--- config.mk ---
export PLATFORM = sky130hd
export DESIGN_NAME = id_ex_stage_flat
export DESIGN_NICKNAME = d
export VERILOG_FILES = /design/src/rtl/id_ex_if.sv /design/src/rtl/id_ex_stage.sv /design/src/flat_wrapper.sv
export SDC_FILE = /design/constraint.sdc
export NUM_CORES = 1
export LEC_CHECK = 0
export CAP_MARGIN = 20
export CORE_MARGIN = 3
export CORE_UTILIZATION = 35
export CTS_CLUSTER_DIAMETER = 40
export DETAILED_ROUTE_END_ITERATION = 10
export MAX_ROUTING_LAYER = met4
export PLACE_DENSITY_LB_ADDON = 0.15
export REMOVE_ABC_BUFFERS = 1
export SYNTH_ARGS = -nofsm -noshare
export SYNTH_HDL_FRONTEND = slang
export SYNTH_SLANG_ARGS = --single-unit
export TNS_END_PERCENT = 100
--- constraint.sdc ---
create_clock -name clk -period 3.4 [get_ports clk]
set_input_delay 0.68 -clock clk [delete_from_list [all_inputs] [get_ports clk]]
set_output_delay 0.68 -clock clk [all_outputs]
set_load 0.005 [all_outputs]
--- src/rtl/id_ex_if.sv ---
// ID/EX boundary bundle: decode-side control/data in, EX-side registered copies out.
interface id_ex_if #(
  parameter int unsigned DATA_W = 32,
  parameter int unsigned REG_AW = 5,
  parameter int unsigned CNT_W  = 16
);
  logic              id_regwrite;
  logic              id_memtoreg;
  logic              id_memwrite;
  logic              id_alusrc;
  logic              id_regdst;
  logic              id_jump;
  logic              id_branch;
  logic [1:0]        id_branch_condition;
  logic [3:0]        id_alucontrol;
  logic              id_use_rs;
  logic              id_use_rt;
  logic [DATA_W-1:0] id_rd1;
  logic [DATA_W-1:0] id_rd2;
  logic [DATA_W-1:0] id_imm;
  logic [DATA_W-1:0] id_pc_plus4;
  logic [REG_AW-1:0] id_rs;
  logic [REG_AW-1:0] id_rt;
  logic [REG_AW-1:0] id_rd;
  logic [4:0]        id_shamt;
  logic              flush_i;
  logic              hold_i;

  logic              ex_regwrite;
  logic              ex_memtoreg;
  logic              ex_memwrite;
  logic              ex_alusrc;
  logic              ex_regdst;
  logic              ex_jump;
  logic              ex_branch;
  logic [1:0]        ex_branch_condition;
  logic [3:0]        ex_alucontrol;
  logic [DATA_W-1:0] ex_rd1;
  logic [DATA_W-1:0] ex_rd2;
  logic [DATA_W-1:0] ex_imm;
  logic [DATA_W-1:0] ex_pc_plus4;
  logic [REG_AW-1:0] ex_rs;
  logic [REG_AW-1:0] ex_rt;
  logic [REG_AW-1:0] ex_rd;
  logic [4:0]        ex_shamt;
  logic [REG_AW-1:0] ex_wreg;
  logic              ex_valid;
  logic              stall_o;
  logic [CNT_W-1:0]  bubble_cnt;

  modport master (
    output id_regwrite, id_memtoreg, id_memwrite, id_alusrc, id_regdst, id_jump,
           id_branch, id_branch_condition, id_alucontrol, id_use_rs, id_use_rt,
           id_rd1, id_rd2, id_imm, id_pc_plus4, id_rs, id_rt, id_rd, id_shamt,
           flush_i, hold_i,
    input  ex_regwrite, ex_memtoreg, ex_memwrite, ex_alusrc, ex_regdst, ex_jump,
           ex_branch, ex_branch_condition, ex_alucontrol, ex_rd1, ex_rd2, ex_imm,
           ex_pc_plus4, ex_rs, ex_rt, ex_rd, ex_shamt, ex_wreg, ex_valid,
           stall_o, bubble_cnt
  );

  modport slave (
    input  id_regwrite, id_memtoreg, id_memwrite, id_alusrc, id_regdst, id_jump,
           id_branch, id_branch_condition, id_alucontrol, id_use_rs, id_use_rt,
           id_rd1, id_rd2, id_imm, id_pc_plus4, id_rs, id_rt, id_rd, id_shamt,
           flush_i, hold_i,
    output ex_regwrite, ex_memtoreg, ex_memwrite, ex_alusrc, ex_regdst, ex_jump,
           ex_branch, ex_branch_condition, ex_alucontrol, ex_rd1, ex_rd2, ex_imm,
           ex_pc_plus4, ex_rs, ex_rt, ex_rd, ex_shamt, ex_wreg, ex_valid,
           stall_o, bubble_cnt
  );
endinterface

--- src/rtl/id_ex_stage.sv ---
// ID/EX pipeline register with load-use hazard detection, flush/hold control
// and a saturating bubble counter.
module id_ex_stage #(
  parameter int unsigned DATA_W = 32,
  parameter int unsigned REG_AW = 5,
  parameter int unsigned CNT_W  = 16
) (
  input  logic  clk,
  input  logic  rst_n,
  id_ex_if.slave bus
);

  localparam logic [CNT_W-1:0] CNT_MAX = '1;

  logic [REG_AW-1:0] id_wreg_c;
  logic              lu_c;
  logic [DATA_W-1:0] rd1_q, rd2_q, imm_q, pc_plus4_q;

  assign id_wreg_c = bus.id_regdst ? bus.id_rd : bus.id_rt;

  // Load in EX whose destination is read by the instruction in ID
  always_comb begin
    lu_c = 1'b0;
    if (bus.ex_valid && bus.ex_memtoreg && bus.ex_regwrite && (bus.ex_wreg != '0)) begin
      lu_c = (bus.id_use_rs && (bus.id_rs == bus.ex_wreg)) ||
             (bus.id_use_rt && (bus.id_rt == bus.ex_wreg));
    end
  end

  assign bus.stall_o = lu_c & ~bus.flush_i;

  assign bus.ex_rd1      = rd1_q;
  assign bus.ex_rd2      = rd2_q;
  assign bus.ex_imm      = imm_q;
  assign bus.ex_pc_plus4 = pc_plus4_q;

  // Data fields follow ID on every non-held edge, bubbles and flushes included
  always_ff @(posedge clk or negedge rst_n) begin
    if (!rst_n) begin
      rd1_q        <= '0;
      rd2_q        <= '0;
      imm_q        <= '0;
      pc_plus4_q   <= '0;
      bus.ex_rs    <= '0;
      bus.ex_rt    <= '0;
      bus.ex_rd    <= '0;
      bus.ex_shamt <= '0;
      bus.ex_wreg  <= '0;
    end else if (bus.flush_i || !bus.hold_i) begin
      rd1_q        <= bus.id_rd1;
      rd2_q        <= bus.id_rd2;
      imm_q        <= bus.id_imm;
      pc_plus4_q   <= bus.id_pc_plus4;
      bus.ex_rs    <= bus.id_rs;
      bus.ex_rt    <= bus.id_rt;
      bus.ex_rd    <= bus.id_rd;
      bus.ex_shamt <= bus.id_shamt;
      bus.ex_wreg  <= id_wreg_c;
    end
  end

  // Control, valid and counter: flush > hold > load-use bubble > capture
  always_ff @(posedge clk or negedge rst_n) begin
    if (!rst_n) begin
      bus.ex_regwrite         <= 1'b0;
      bus.ex_memtoreg         <= 1'b0;
      bus.ex_memwrite         <= 1'b0;
      bus.ex_alusrc           <= 1'b0;
      bus.ex_regdst           <= 1'b0;
      bus.ex_jump             <= 1'b0;
      bus.ex_branch           <= 1'b0;
      bus.ex_branch_condition <= 2'b00;
      bus.ex_alucontrol       <= 4'h0;
      bus.ex_valid            <= 1'b0;
      bus.bubble_cnt          <= '0;
    end else if (bus.flush_i || (!bus.hold_i && lu_c)) begin
      bus.ex_regwrite         <= 1'b0;
      bus.ex_memtoreg         <= 1'b0;
      bus.ex_memwrite         <= 1'b0;
      bus.ex_alusrc           <= 1'b0;
      bus.ex_regdst           <= 1'b0;
      bus.ex_jump             <= 1'b0;
      bus.ex_branch           <= 1'b0;
      bus.ex_branch_condition <= 2'b00;
      bus.ex_alucontrol       <= 4'h0;
      bus.ex_valid            <= 1'b0;
      if (!bus.flush_i && (bus.bubble_cnt != CNT_MAX)) begin
        bus.bubble_cnt <= bus.bubble_cnt + CNT_W'(1);
      end
    end else if (!bus.hold_i) begin
      bus.ex_regwrite         <= bus.id_regwrite;
      bus.ex_memtoreg         <= bus.id_memtoreg;
      bus.ex_memwrite         <= bus.id_memwrite;
      bus.ex_alusrc           <= bus.id_alusrc;
      bus.ex_regdst           <= bus.id_regdst;
      bus.ex_jump             <= bus.id_jump;
      bus.ex_branch           <= bus.id_branch;
      bus.ex_branch_condition <= bus.id_branch_condition;
      bus.ex_alucontrol       <= bus.id_alucontrol;
      bus.ex_valid            <= 1'b1;
    end
  end

endmodule

--- src/flat_wrapper.sv ---
// flat-port wrapper written by rule: the top's interface ports become plain ports
module id_ex_stage_flat 
#(
  parameter int unsigned DATA_W = 32,
  parameter int unsigned REG_AW = 5,
  parameter int unsigned CNT_W  = 16
)
  (clk, rst_n, bus_id_regwrite, bus_id_memtoreg, bus_id_memwrite, bus_id_alusrc, bus_id_regdst, bus_id_jump, bus_id_branch, bus_id_branch_condition, bus_id_alucontrol, bus_id_use_rs, bus_id_use_rt, bus_id_rd1, bus_id_rd2, bus_id_imm, bus_id_pc_plus4, bus_id_rs, bus_id_rt, bus_id_rd, bus_id_shamt, bus_flush_i, bus_hold_i, bus_ex_regwrite, bus_ex_memtoreg, bus_ex_memwrite, bus_ex_alusrc, bus_ex_regdst, bus_ex_jump, bus_ex_branch, bus_ex_branch_condition, bus_ex_alucontrol, bus_ex_rd1, bus_ex_rd2, bus_ex_imm, bus_ex_pc_plus4, bus_ex_rs, bus_ex_rt, bus_ex_rd, bus_ex_shamt, bus_ex_wreg, bus_ex_valid, bus_stall_o, bus_bubble_cnt);
  id_ex_if #(.DATA_W(DATA_W), .REG_AW(REG_AW), .CNT_W(CNT_W)) bus_i ();
  input  logic clk;
  input  logic rst_n;
  input wire logic [$bits(bus_i.id_regwrite)-1:0] bus_id_regwrite;
  input wire logic [$bits(bus_i.id_memtoreg)-1:0] bus_id_memtoreg;
  input wire logic [$bits(bus_i.id_memwrite)-1:0] bus_id_memwrite;
  input wire logic [$bits(bus_i.id_alusrc)-1:0] bus_id_alusrc;
  input wire logic [$bits(bus_i.id_regdst)-1:0] bus_id_regdst;
  input wire logic [$bits(bus_i.id_jump)-1:0] bus_id_jump;
  input wire logic [$bits(bus_i.id_branch)-1:0] bus_id_branch;
  input wire logic [$bits(bus_i.id_branch_condition)-1:0] bus_id_branch_condition;
  input wire logic [$bits(bus_i.id_alucontrol)-1:0] bus_id_alucontrol;
  input wire logic [$bits(bus_i.id_use_rs)-1:0] bus_id_use_rs;
  input wire logic [$bits(bus_i.id_use_rt)-1:0] bus_id_use_rt;
  input wire logic [$bits(bus_i.id_rd1)-1:0] bus_id_rd1;
  input wire logic [$bits(bus_i.id_rd2)-1:0] bus_id_rd2;
  input wire logic [$bits(bus_i.id_imm)-1:0] bus_id_imm;
  input wire logic [$bits(bus_i.id_pc_plus4)-1:0] bus_id_pc_plus4;
  input wire logic [$bits(bus_i.id_rs)-1:0] bus_id_rs;
  input wire logic [$bits(bus_i.id_rt)-1:0] bus_id_rt;
  input wire logic [$bits(bus_i.id_rd)-1:0] bus_id_rd;
  input wire logic [$bits(bus_i.id_shamt)-1:0] bus_id_shamt;
  input wire logic [$bits(bus_i.flush_i)-1:0] bus_flush_i;
  input wire logic [$bits(bus_i.hold_i)-1:0] bus_hold_i;
  output wire logic [$bits(bus_i.ex_regwrite)-1:0] bus_ex_regwrite;
  output wire logic [$bits(bus_i.ex_memtoreg)-1:0] bus_ex_memtoreg;
  output wire logic [$bits(bus_i.ex_memwrite)-1:0] bus_ex_memwrite;
  output wire logic [$bits(bus_i.ex_alusrc)-1:0] bus_ex_alusrc;
  output wire logic [$bits(bus_i.ex_regdst)-1:0] bus_ex_regdst;
  output wire logic [$bits(bus_i.ex_jump)-1:0] bus_ex_jump;
  output wire logic [$bits(bus_i.ex_branch)-1:0] bus_ex_branch;
  output wire logic [$bits(bus_i.ex_branch_condition)-1:0] bus_ex_branch_condition;
  output wire logic [$bits(bus_i.ex_alucontrol)-1:0] bus_ex_alucontrol;
  output wire logic [$bits(bus_i.ex_rd1)-1:0] bus_ex_rd1;
  output wire logic [$bits(bus_i.ex_rd2)-1:0] bus_ex_rd2;
  output wire logic [$bits(bus_i.ex_imm)-1:0] bus_ex_imm;
  output wire logic [$bits(bus_i.ex_pc_plus4)-1:0] bus_ex_pc_plus4;
  output wire logic [$bits(bus_i.ex_rs)-1:0] bus_ex_rs;
  output wire logic [$bits(bus_i.ex_rt)-1:0] bus_ex_rt;
  output wire logic [$bits(bus_i.ex_rd)-1:0] bus_ex_rd;
  output wire logic [$bits(bus_i.ex_shamt)-1:0] bus_ex_shamt;
  output wire logic [$bits(bus_i.ex_wreg)-1:0] bus_ex_wreg;
  output wire logic [$bits(bus_i.ex_valid)-1:0] bus_ex_valid;
  output wire logic [$bits(bus_i.stall_o)-1:0] bus_stall_o;
  output wire logic [$bits(bus_i.bubble_cnt)-1:0] bus_bubble_cnt;
  assign bus_i.id_regwrite = bus_id_regwrite;
  assign bus_i.id_memtoreg = bus_id_memtoreg;
  assign bus_i.id_memwrite = bus_id_memwrite;
  assign bus_i.id_alusrc = bus_id_alusrc;
  assign bus_i.id_regdst = bus_id_regdst;
  assign bus_i.id_jump = bus_id_jump;
  assign bus_i.id_branch = bus_id_branch;
  assign bus_i.id_branch_condition = bus_id_branch_condition;
  assign bus_i.id_alucontrol = bus_id_alucontrol;
  assign bus_i.id_use_rs = bus_id_use_rs;
  assign bus_i.id_use_rt = bus_id_use_rt;
  assign bus_i.id_rd1 = bus_id_rd1;
  assign bus_i.id_rd2 = bus_id_rd2;
  assign bus_i.id_imm = bus_id_imm;
  assign bus_i.id_pc_plus4 = bus_id_pc_plus4;
  assign bus_i.id_rs = bus_id_rs;
  assign bus_i.id_rt = bus_id_rt;
  assign bus_i.id_rd = bus_id_rd;
  assign bus_i.id_shamt = bus_id_shamt;
  assign bus_i.flush_i = bus_flush_i;
  assign bus_i.hold_i = bus_hold_i;
  assign bus_ex_regwrite = bus_i.ex_regwrite;
  assign bus_ex_memtoreg = bus_i.ex_memtoreg;
  assign bus_ex_memwrite = bus_i.ex_memwrite;
  assign bus_ex_alusrc = bus_i.ex_alusrc;
  assign bus_ex_regdst = bus_i.ex_regdst;
  assign bus_ex_jump = bus_i.ex_jump;
  assign bus_ex_branch = bus_i.ex_branch;
  assign bus_ex_branch_condition = bus_i.ex_branch_condition;
  assign bus_ex_alucontrol = bus_i.ex_alucontrol;
  assign bus_ex_rd1 = bus_i.ex_rd1;
  assign bus_ex_rd2 = bus_i.ex_rd2;
  assign bus_ex_imm = bus_i.ex_imm;
  assign bus_ex_pc_plus4 = bus_i.ex_pc_plus4;
  assign bus_ex_rs = bus_i.ex_rs;
  assign bus_ex_rt = bus_i.ex_rt;
  assign bus_ex_rd = bus_i.ex_rd;
  assign bus_ex_shamt = bus_i.ex_shamt;
  assign bus_ex_wreg = bus_i.ex_wreg;
  assign bus_ex_valid = bus_i.ex_valid;
  assign bus_stall_o = bus_i.stall_o;
  assign bus_bubble_cnt = bus_i.bubble_cnt;
  id_ex_stage #(.DATA_W(DATA_W), .REG_AW(REG_AW), .CNT_W(CNT_W)) u_core (.clk(clk), .rst_n(rst_n), .bus(bus_i));
endmodule
==> results.yml, run 1 <==
timing:
  finClkSkew_ns: 0.00630
  max-slew-margin-rel: 0.376
  fin_crit_ns: 3.24
  tightestPinTransition_ns: 0.933
  slew_viol_final: 0
  period_share: 0.954
  max_freq_ghz: 0.308
  setup_violations: 0
  report.final.hold_viol_count: 0
  rsz0062_at_grt: "no"
floorplanning:
  initial_core_util: 0.357
  die_w_um: 150
  coreArea_um2: 20300
  core.rowCount: 52
  fp.dieArea_um2: 22500
  die_y_um: 150
  pin_count: 351
global_routing:
  antenna_found_initial: 0
  grt_pass1_vias: 6448
  grt_max_degree: 87
  grt_usage: 0.207
  grt_overflow: 0
  grt_pass1_wl_um: 35200
synthesis:
  syn_inst: 781
  postSynthAreaPerCell_um2: 9.28
  synth_top_area_share: 0.632
  synth_cell_types: 35
  synth_largest_area_cell: "dfrtp_1"
  synth_area_leaders: "dfrtp_1 (63%), nand2_1 (24%), xor2_1 (2.7%)"
  synth-edff-count: 0
  synth.most_common_cell: "nand2_1"
  ys_seq_area_frac: 0.632
  synthFlopType: "dfrtp_1"
  synth-seq-cells: 183
  yosysWarnings: 0
  synth_area_um2: 7250
  synthTopCellsByCount: "nand2_1 (455), dfrtp_1 (183), clkbuf_1 (30)"
  async_flop_share: 1.00
worst_setup_path:
  critical_path_arrival_ns: 2.56
  rr_startpoint: "u_core.bus.bubble_cnt[7]$_DFFE_PN0P_"
  endpoint_kind: "output pin"
  crit_required_ns: 2.72
  worstPathCellList: "clkdlybuf4s50_1, xor2_1, nor4_1, buf_4, a32oi_2, nand2b_4, nor2_1, clkdlybuf4s50_1"
  slowest_stage: "clkdlybuf4s50_1"
  cp-startpoint: "bus_id_rt[3]"
  crit_type: "in -> out"
  slowest_delay_ns: 0.50
  cp_common_cell: "clkdlybuf4s50_1"
  reg2reg_slack_ns: 1.01
  cp-start-kind: "input pin"
  critPathMaxFanout: 3
  reg2reg_to: "u_core.bus.bubble_cnt[1]$_DFFE_PN0P_"
  reg2regPathDepth: 5
run:
  cap_violations: 0
pwr:
  ir_drop_uv: 316
  p_switching_mw: 1.31
  switching_share: 0.249
  power.share.sequential: 0.464
  power.leakage_nw: 5.59
  power_mw: 5.25
  power_density_nw_per_um2: 449
  power.internal_mw: 3.94
  clkPwrFrac: 0.366
  share_comb_of_total_power: 0.170
detailed_routing:
  wl_um: 22400
  drc: 0
  first_pass_iters: 7
  wl_per_cell_um: 15.9
  num_vias: 6289
  via_per_inst: 4.48
  drt_iter0_markers: 306
  final_antenna_net_count: 0
finish:
  nFillCells: 1842
  multi_input_area_um2: 2520
  final_core_util: 0.576
  final_layout_size_suffix_gt1_frac: 0.0494
  final_cell_area_um2: 11700
  diodes: 0
  regArea_um2: 4580
  nNetsFinal: 1289
  syn2layout_area_growth_pct: 61.2
clock_tree:
  cts.sinks: 183
  cts-root-buf: "clkbuf_16"
  tritoncts: "done"
  cts_resized: 0
  cts_hold_buffers: 0
  postCtsSetupRepairBufs: 0
  clk_pin_slew_ns: 0.07
  cts_buffer_depth: 2
  htreeDepth: 4
  clk_latency_ns: 0.42
  cts_made_buffers: 17
placed_design:
  routabilityCongestion: 0.792
  port_buffers: 350
  dpl_cell_area_um2: 11100
  detailed_place_hpwl_um: 16100
status:
  status: "finished, final reports clean"
hold_path:
  hp-class: "in -> async"
[power by group through the flow]
stage	clock network (mW)	registers (mW)	logic (mW)
2_1_floorplan	0	2.48	0.234
3_3_place_gp	0	2.47	0.903
3_5_place_dp	0	2.47	0.905
4_1_cts	1.98	2.44	0.909
5_1_grt	2.08	2.46	0.981
6_report	1.92	2.44	0.890
[how the worst max path moves through the flow]
stage                                             end  slack (ns)  cells past startpoint
floorplan           u_core.bus.ex_wreg[0]$_DFFE_PN0P_       -3.57                      2
global placement                          bus_stall_o        0.04                      8
detailed placement                        bus_stall_o        0.07                      8
CTS                                       bus_stall_o        0.06                      8
global route                              bus_stall_o        0.04                      8
finish                                    bus_stall_o        0.16                      8
[sequential cells by signal (all words and copies together), names as in the netlist, 5 cells and up]
signal / flops
u_core.bus.ex_rt: 5
u_core.bus.ex_rd2: 32
u_core.bus.ex_wreg: 5
u_core.bus.ex_rd1: 32
u_core.bus.ex_rd: 5
u_core.bus.ex_rs: 5
u_core.bus.ex_pc_plus4: 32
u_core.bus.ex_imm: 32
u_core.bus.bubble_cnt: 16
u_core.bus.ex_shamt: 5
[layout make-up]
type / instances / share of cell area
repair buffers: 361 / 0.314
clock buffers: 20 / 0.0391
well taps: 270 / 0.0289
multi-input cells: 556 / 0.216
flip-flops and latches: 183 / 0.392
clock inverters: 12 / 0.00996
inverters: 2 / 0.000642
[metrics by stage]
| step | hold WS (ns) | worst slack [ns] | setup TNS, ns | cells |
|---|---|---|---|---|
| 2_1_floorplan | 0.384 | -3.57 | -514.84 | 741 |
| 3_3_place_gp | 0.448 | 0.0381 | 0 | 1372 |
| 6_report | 0.261 | 0.156 | 0 | 1404 |
| 5_1_grt | 0.301 | 0.0446 | 0 | 1404 |
| 3_5_place_dp | 0.455 | 0.0684 | 0 | 1372 |
| 4_1_cts | 0.277 | 0.0599 | 0 | 1404 |
[per-layer routing]
layer  vias to the layer above  track usage  share of wire
met1                      2932        0.249           0.41
li1                       3109            -              -
met3                        26       0.0748          0.088
met2                       222        0.324           0.48
met4                         0       0.0677          0.022
met5                         -            -              0
[critical path, delay by kind of cell]
kind	cells	cell delay [ns]
AOI/OAI and AO/OA	1	0.06
xor gates and xnor gates	1	0.18
buffers and inverters	3	1.11
and+or+nand+nor	3	0.54
[cells in the final DEF, fill, tap and decap left out, drive strengths merged, types with 2 or more instances in the layout]
cell type / netlist / final
nand2: 455 / 455
clkdlybuf4s50: 0 / 348
dfrtp: 183 / 183
xor2: 22 / 22
clkbuf: 30 / 20
a22o: 13 / 13
buf: 10 / 12
nand3: 8 / 8
nor3: 8 / 8
nor4: 8 / 8
nor2: 7 / 7
inv: 2 / 6
mux2i: 5 / 5
o21ai: 5 / 5
nand4: 5 / 5
clkinv: 0 / 5
xnor2: 3 / 3
nand2b: 2 / 2
clkinvlp: 0 / 2
[logic make-up after synthesis]
group           Yosys count  synth area share
flops                   183             0.632
buf+inv                  42            0.0231
mux                       6           0.00846
fa+ha+maj                 1           0.00173
simple gates            500             0.275
compound gates           24            0.0295
xor+xnor                 25            0.0302
(Power assumes the default switching activity.)
==> run 2, diff against run 1 <==
Settings changed: GPL_TIMING_DRIVEN set to 0.
==> results.yml, run 2 (same netlist as run 1, synthesis figures left out) <==
clock_tree:
  tritoncts: "done"
  cts.sinks: 183
  cts_buffer_depth: 2
  cts_made_buffers: 17
  clk_pin_slew_ns: 0.07
  htreeDepth: 4
  clk_latency_ns: 0.42
  cts-root-buf: "clkbuf_16"
worst_setup_path:
  cp-start-kind: "input pin"
  crit_required_ns: 2.72
  worstPathCellList: "clkdlybuf4s50_1, xor2_1, nor4_2, a32oi_4, nand2b_4, nor2_1, clkdlybuf4s50_1"
  slowest_stage: "clkdlybuf4s50_1"
  slowest_delay_ns: 0.50
  endpoint_kind: "output pin"
  critical_path_arrival_ns: 2.64
  crit_type: "in -> out"
  cp_common_cell: "clkdlybuf4s50_1"
  critPathMaxFanout: 2
floorplanning:
  initial_core_util: 0.357
  pin_count: 351
  coreArea_um2: 20300
  fp.dieArea_um2: 22500
  die_w_um: 150
  core.rowCount: 52
  die_y_um: 150
finish:
  final_core_util: 0.577
  final_cell_mix: "nand2_1 (455), clkdlybuf4s50_1 (349), dfrtp_1 (183), xor2_1 (22), clkbuf_16 (17)"
  final_layout_size_suffix_gt1_frac: 0.0469
  syn2layout_area_growth_pct: 61.7
  nNetsFinal: 1286
  final_cell_area_um2: 11700
  final_common_cell: "nand2_1"
  fin_cells: 1401
  diodes: 0
placed_design:
  dpl.cell_count: 1367
  dpl_cell_area_um2: 11100
  pre_cts_slack_ns: -0.234
  detailed_place_hpwl_um: 15900
  routabilityCongestion: 0.798
  port_buffers: 350
timing:
  fin_crit_ns: 3.32
  max-slew-margin-rel: 0.359
  max_freq_ghz: 0.301
  report.final.hold_viol_count: 0
  setup-tns-final_ns: 0
  finClkSkew_ns: 0.0107
  period_share: 0.977
  tightestPinTransition_ns: 0.960
  layout_setup_ws_ns: 0.0786
  setup_violations: 0
  slew_viol_final: 0
  whs_ns: 0.247
  rsz0062_at_grt: "no"
detailed_routing:
  wl_um: 22300
  drt_iter0_markers: 290
  num_vias: 6256
  first_pass_iters: 4
  drc: 0
  wl_per_cell_um: 15.9
  final_antenna_net_count: 0
  via_per_inst: 4.47
pwr:
  power_density_nw_per_um2: 456
  power.leakage_nw: 5.57
  ir_drop_uv: 319
  power_mw: 5.34
global_routing:
  grt_usage: 0.204
  grt_max_degree: 97
  grt_overflow: 0
  antenna_found_initial: 0
  grt_pass1_vias: 6225
  grt_pass1_wl_um: 34300
run:
  cap_violations: 0
status:
  status: "finished, final reports clean"
hold_path:
  hp-class: "in -> async"
## run 2: cell count changes in the layout (fill, tap and decap cells not counted), sizes merged
cell | before | now
buf | 12 | 9
bufinv | 1 | 2
clkbuf | 20 | 21
clkdlybuf4s50 | 348 | 349
clkinv | 5 | 3
dlymetal6s2s | 1 | 0
## run 2: worst paths after layout
kind / startpoint / to / slack (ns) / depth (start not counted)
hold / removal: rst_n / u_core.bus.ex_rd1[11]$_DFFE_PN0P_ / 0.25 / 1
min in group clk: u_core.bus.ex_rd1[20]$_DFFE_PN0P_ / u_core.bus.ex_rd1[20]$_DFFE_PN0P_ / 0.46 / 2
max in group asynchronous: rst_n / u_core.bus.bubble_cnt[7]$_DFFE_PN0P_ / 2.22 / 2
setup / recovery: bus_id_rs[1] / bus_stall_o / 0.08 / 7
setup reg to reg: u_core.bus.ex_wreg[1]$_DFFE_PN0P_ / u_core.bus.ex_regwrite$_DFFE_PN0P_ / 0.88 / 7
hold reg to reg: u_core.bus.ex_rd1[20]$_DFFE_PN0P_ / u_core.bus.ex_rd1[20]$_DFFE_PN0P_ / 0.46 / 2
## run 2: worst max-delay path: cells and delay by family
family / cells / cell delay, ns
compound gates: 1 / 0.18
xor+xnor: 1 / 0.18
buf+inv: 2 / 0.96
simple gates: 3 / 0.64
## run 2: repair_timing
| action | in CTS | in global routing |
|---|---|---|
| hold buffers | 0 | 0 |
| pin swaps | 1 | 2 |
| buffers inserted | 1 | 1 |
| setup endpoints to repair | 1 | 1 |
| gates resized for setup | 2 | 1 |
## run 2: report_power, final
group / switching, mW / internal, mW / total (mW) / leakage, nW
combinational: 0.354 / 0.543 / 0.897 / 3.05
clock: 0.872 / 1.14 / 2.01 / 0.285
sequential: 0.0939 / 2.34 / 2.43 / 2.23
## run 2: final cells by class
cell class                      instances  area, µm²
Sequential cell                       183       4580
Fill cell                            1834       8580
Clock buffer                           21        460
Tap cell                              270        338
Clock inverter                         11        136
Timing Repair Buffer                  358       3660
Inverter                                2       7.51
Multi-Input combinational cell        556       2540
## run 2: layer usage
metal	wire [µm]	global-route usage	share of wire	vias up
met3	2100	0.0833	0.094	29
met4	479	0.0650	0.021	0
met5	0	-	0	-
met2	10800	0.319	0.48	218
li1	-	-	-	3110
met1	8960	0.240	0.40	2899
==> run 3, diff against run 2 <==
Settings changed: CTS_BUF_LIST set to sky130_fd_sc_hd__clkbuf_4, SLEW_MARGIN set to 10.
==> results.yml, run 3 (same netlist as run 1, synthesis figures left out) <==
status:
  status: "finished, final reports clean"
worst_setup_path:
  slowest_stage: "clkdlybuf4s50_1"
  critical_path_arrival_ns: 2.64
  endpoint_kind: "output pin"
  crit_required_ns: 2.72
  path_delay_family: "buffers and inverters"
  worstPathCellList: "clkdlybuf4s50_1, xor2_1, nor4_2, a32oi_4, nand2b_4, nor2_1, clkdlybuf4s50_1"
  crit_type: "in -> out"
  critPathMaxFanout: 2
  cp_common_cell: "clkdlybuf4s50_1"
  cp-start-kind: "input pin"
  path_buf_inv: 2
  slowest_delay_ns: 0.50
timing:
  setup-tns-final_ns: 0
  tightestPinTransition_ns: 0.912
  report.final.hold_viol_count: 0
  whs_ns: 0.0859
  max-slew-margin-rel: 0.390
  rsz0062_at_grt: "no"
  setup_violations: 0
  max_freq_ghz: 0.301
  finClkSkew_ns: 0.0324
  period_share: 0.976
  fin_crit_ns: 3.32
  slew_viol_final: 0
detailed_routing:
  wl_per_cell_um: 16.0
  dr_wl_met2_um: 10900
  wl_um: 22500
  via_per_inst: 4.46
  dr_wl_met3_um: 2310
  num_vias: 6267
  final_antenna_net_count: 0
  wl_met1_um: 8860
  drt_iter0_markers: 238
  first_pass_iters: 4
  drc: 0
  highest_layer: "met4"
floorplanning:
  core.rowCount: 52
  initial_core_util: 0.357
  pin_count: 351
  coreArea_um2: 20300
  fp.dieArea_um2: 22500
  die_y_um: 150
  die_w_um: 150
pwr:
  power_mw: 4.75
  power.share.sequential: 0.512
  ir_drop_uv: 199
  switching_share: 0.262
  p_switching_mw: 1.24
  power.leakage_nw: 5.50
  clkPwrFrac: 0.296
  power_density_nw_per_um2: 411
  power.internal_mw: 3.50
  share_comb_of_total_power: 0.192
finish:
  final_layout_size_suffix_gt1_frac: 0.0503
  final_cell_mix: "nand2_1 (455), clkdlybuf4s50_1 (349), dfrtp_1 (183), xor2_1 (22), clkbuf_4 (19)"
  fin_cells: 1404
  nNetsFinal: 1288
  multi_input_area_um2: 2540
  nFillCells: 1941
  syn2layout_area_growth_pct: 59.3
  final_common_cell: "nand2_1"
  regArea_um2: 4580
clock_tree:
  cts_buffer_depth: 2
  cts_made_buffers: 17
  clk_pin_slew_ns: 0.15
  cts_hold_buffers: 0
  tritoncts: "done"
  htreeDepth: 4
  cts-root-buf: "clkbuf_4"
  cts.sinks: 183
  clk_latency_ns: 0.56
placed_design:
  dpl.cell_count: 1370
  routabilityCongestion: 0.798
  detailed_place_hpwl_um: 16300
  port_buffers: 350
global_routing:
  grt_pass1_wl_um: 34600
  grt_usage: 0.206
  antenna_found_initial: 1
  grt_max_degree: 97
  grt_overflow: 0
  grt_pass1_vias: 6203
hold_path:
  hp-class: "in -> async"
run:
  cap_violations: 0
==> run 3: changes by cell type in the layout (fill, tap and decap cells not counted), sizes merged <==
| cell | delta |
|---|---|
| inv | +1 |
| clkbuf | -2 |
| diode | +1 |
| clkinvlp | -1 |
| bufinv | +2 |
| buf | +2 |
==> run 3: stage by stage <==
stage	setup slack [ns]	utilization	area (µm²)
2_1_floorplan	-3.57	-	7090
3_3_place_gp	-8.31	0.538	10900
3_5_place_dp	-0.248	0.550	11200
4_1_cts	0.0669	0.568	11500
5_1_grt	0.0360	0.569	11500
6_report	0.0818	0.569	11500
==> run 3: layer usage <==
layer	vias to the layer above	GRT usage
met2	218	0.322
met4	0	0.0558
met5	-	-
li1	3119	-
met3	27	0.0942
met1	2903	0.242
==> run 3: final timing paths <==
| kind | startpoint | endpoint | slack [ns] | cells after the start |
|---|---|---|---|---|
| worst max-delay path | bus_id_rs[4] | bus_stall_o | 0.08 | 7 |
| worst min register to register | u_core.bus.ex_rd1[21]$_DFFE_PN0P_ | u_core.bus.ex_rd1[21]$_DFFE_PN0P_ | 0.48 | 2 |
| min in group clk | u_core.bus.ex_rd1[21]$_DFFE_PN0P_ | u_core.bus.ex_rd1[21]$_DFFE_PN0P_ | 0.48 | 2 |
| worst max register to register | u_core.bus.bubble_cnt[7]$_DFFE_PN0P_ | u_core.bus.bubble_cnt[1]$_DFFE_PN0P_ | 1.00 | 5 |
| worst min-delay path | rst_n | u_core.bus.ex_rd1[11]$_DFFE_PN0P_ | 0.09 | 1 |
| max in group asynchronous | rst_n | u_core.bus.ex_rd2[26]$_DFFE_PN0P_ | 2.37 | 2 |
==> run 3: power groups by stage <==
stage | clock network, mW | registers (mW) | logic, mW
after floorplan | 0 | 2.48 | 0.234
after global placement | 0 | 2.47 | 0.935
after detailed placement | 0 | 2.47 | 0.918
after CTS | 1.46 | 2.43 | 0.928
after global routing | 1.56 | 2.46 | 1.00
final | 1.41 | 2.43 | 0.909
==> run 3: what timing repair did <==
| item | 4_1_cts | 5_1_grt |
|---|---|---|
| setup endpoints to repair | 1 | 1 |
| setup buffers | 1 | 0 |
| cloned | 0 | 0 |
| pin swaps | 1 | 2 |
| resized for setup | 2 | 1 |
==> run 3: final cells by class <==
class,instances,area share
sequential,183,0.397
timing repair buffer,360,0.324
multi-input combinational,556,0.220
tap,270,0.0293
clock inverter,13,0.0165
clock buffer,19,0.0124
inverter,2,0.000650
antenna,1,0.000217
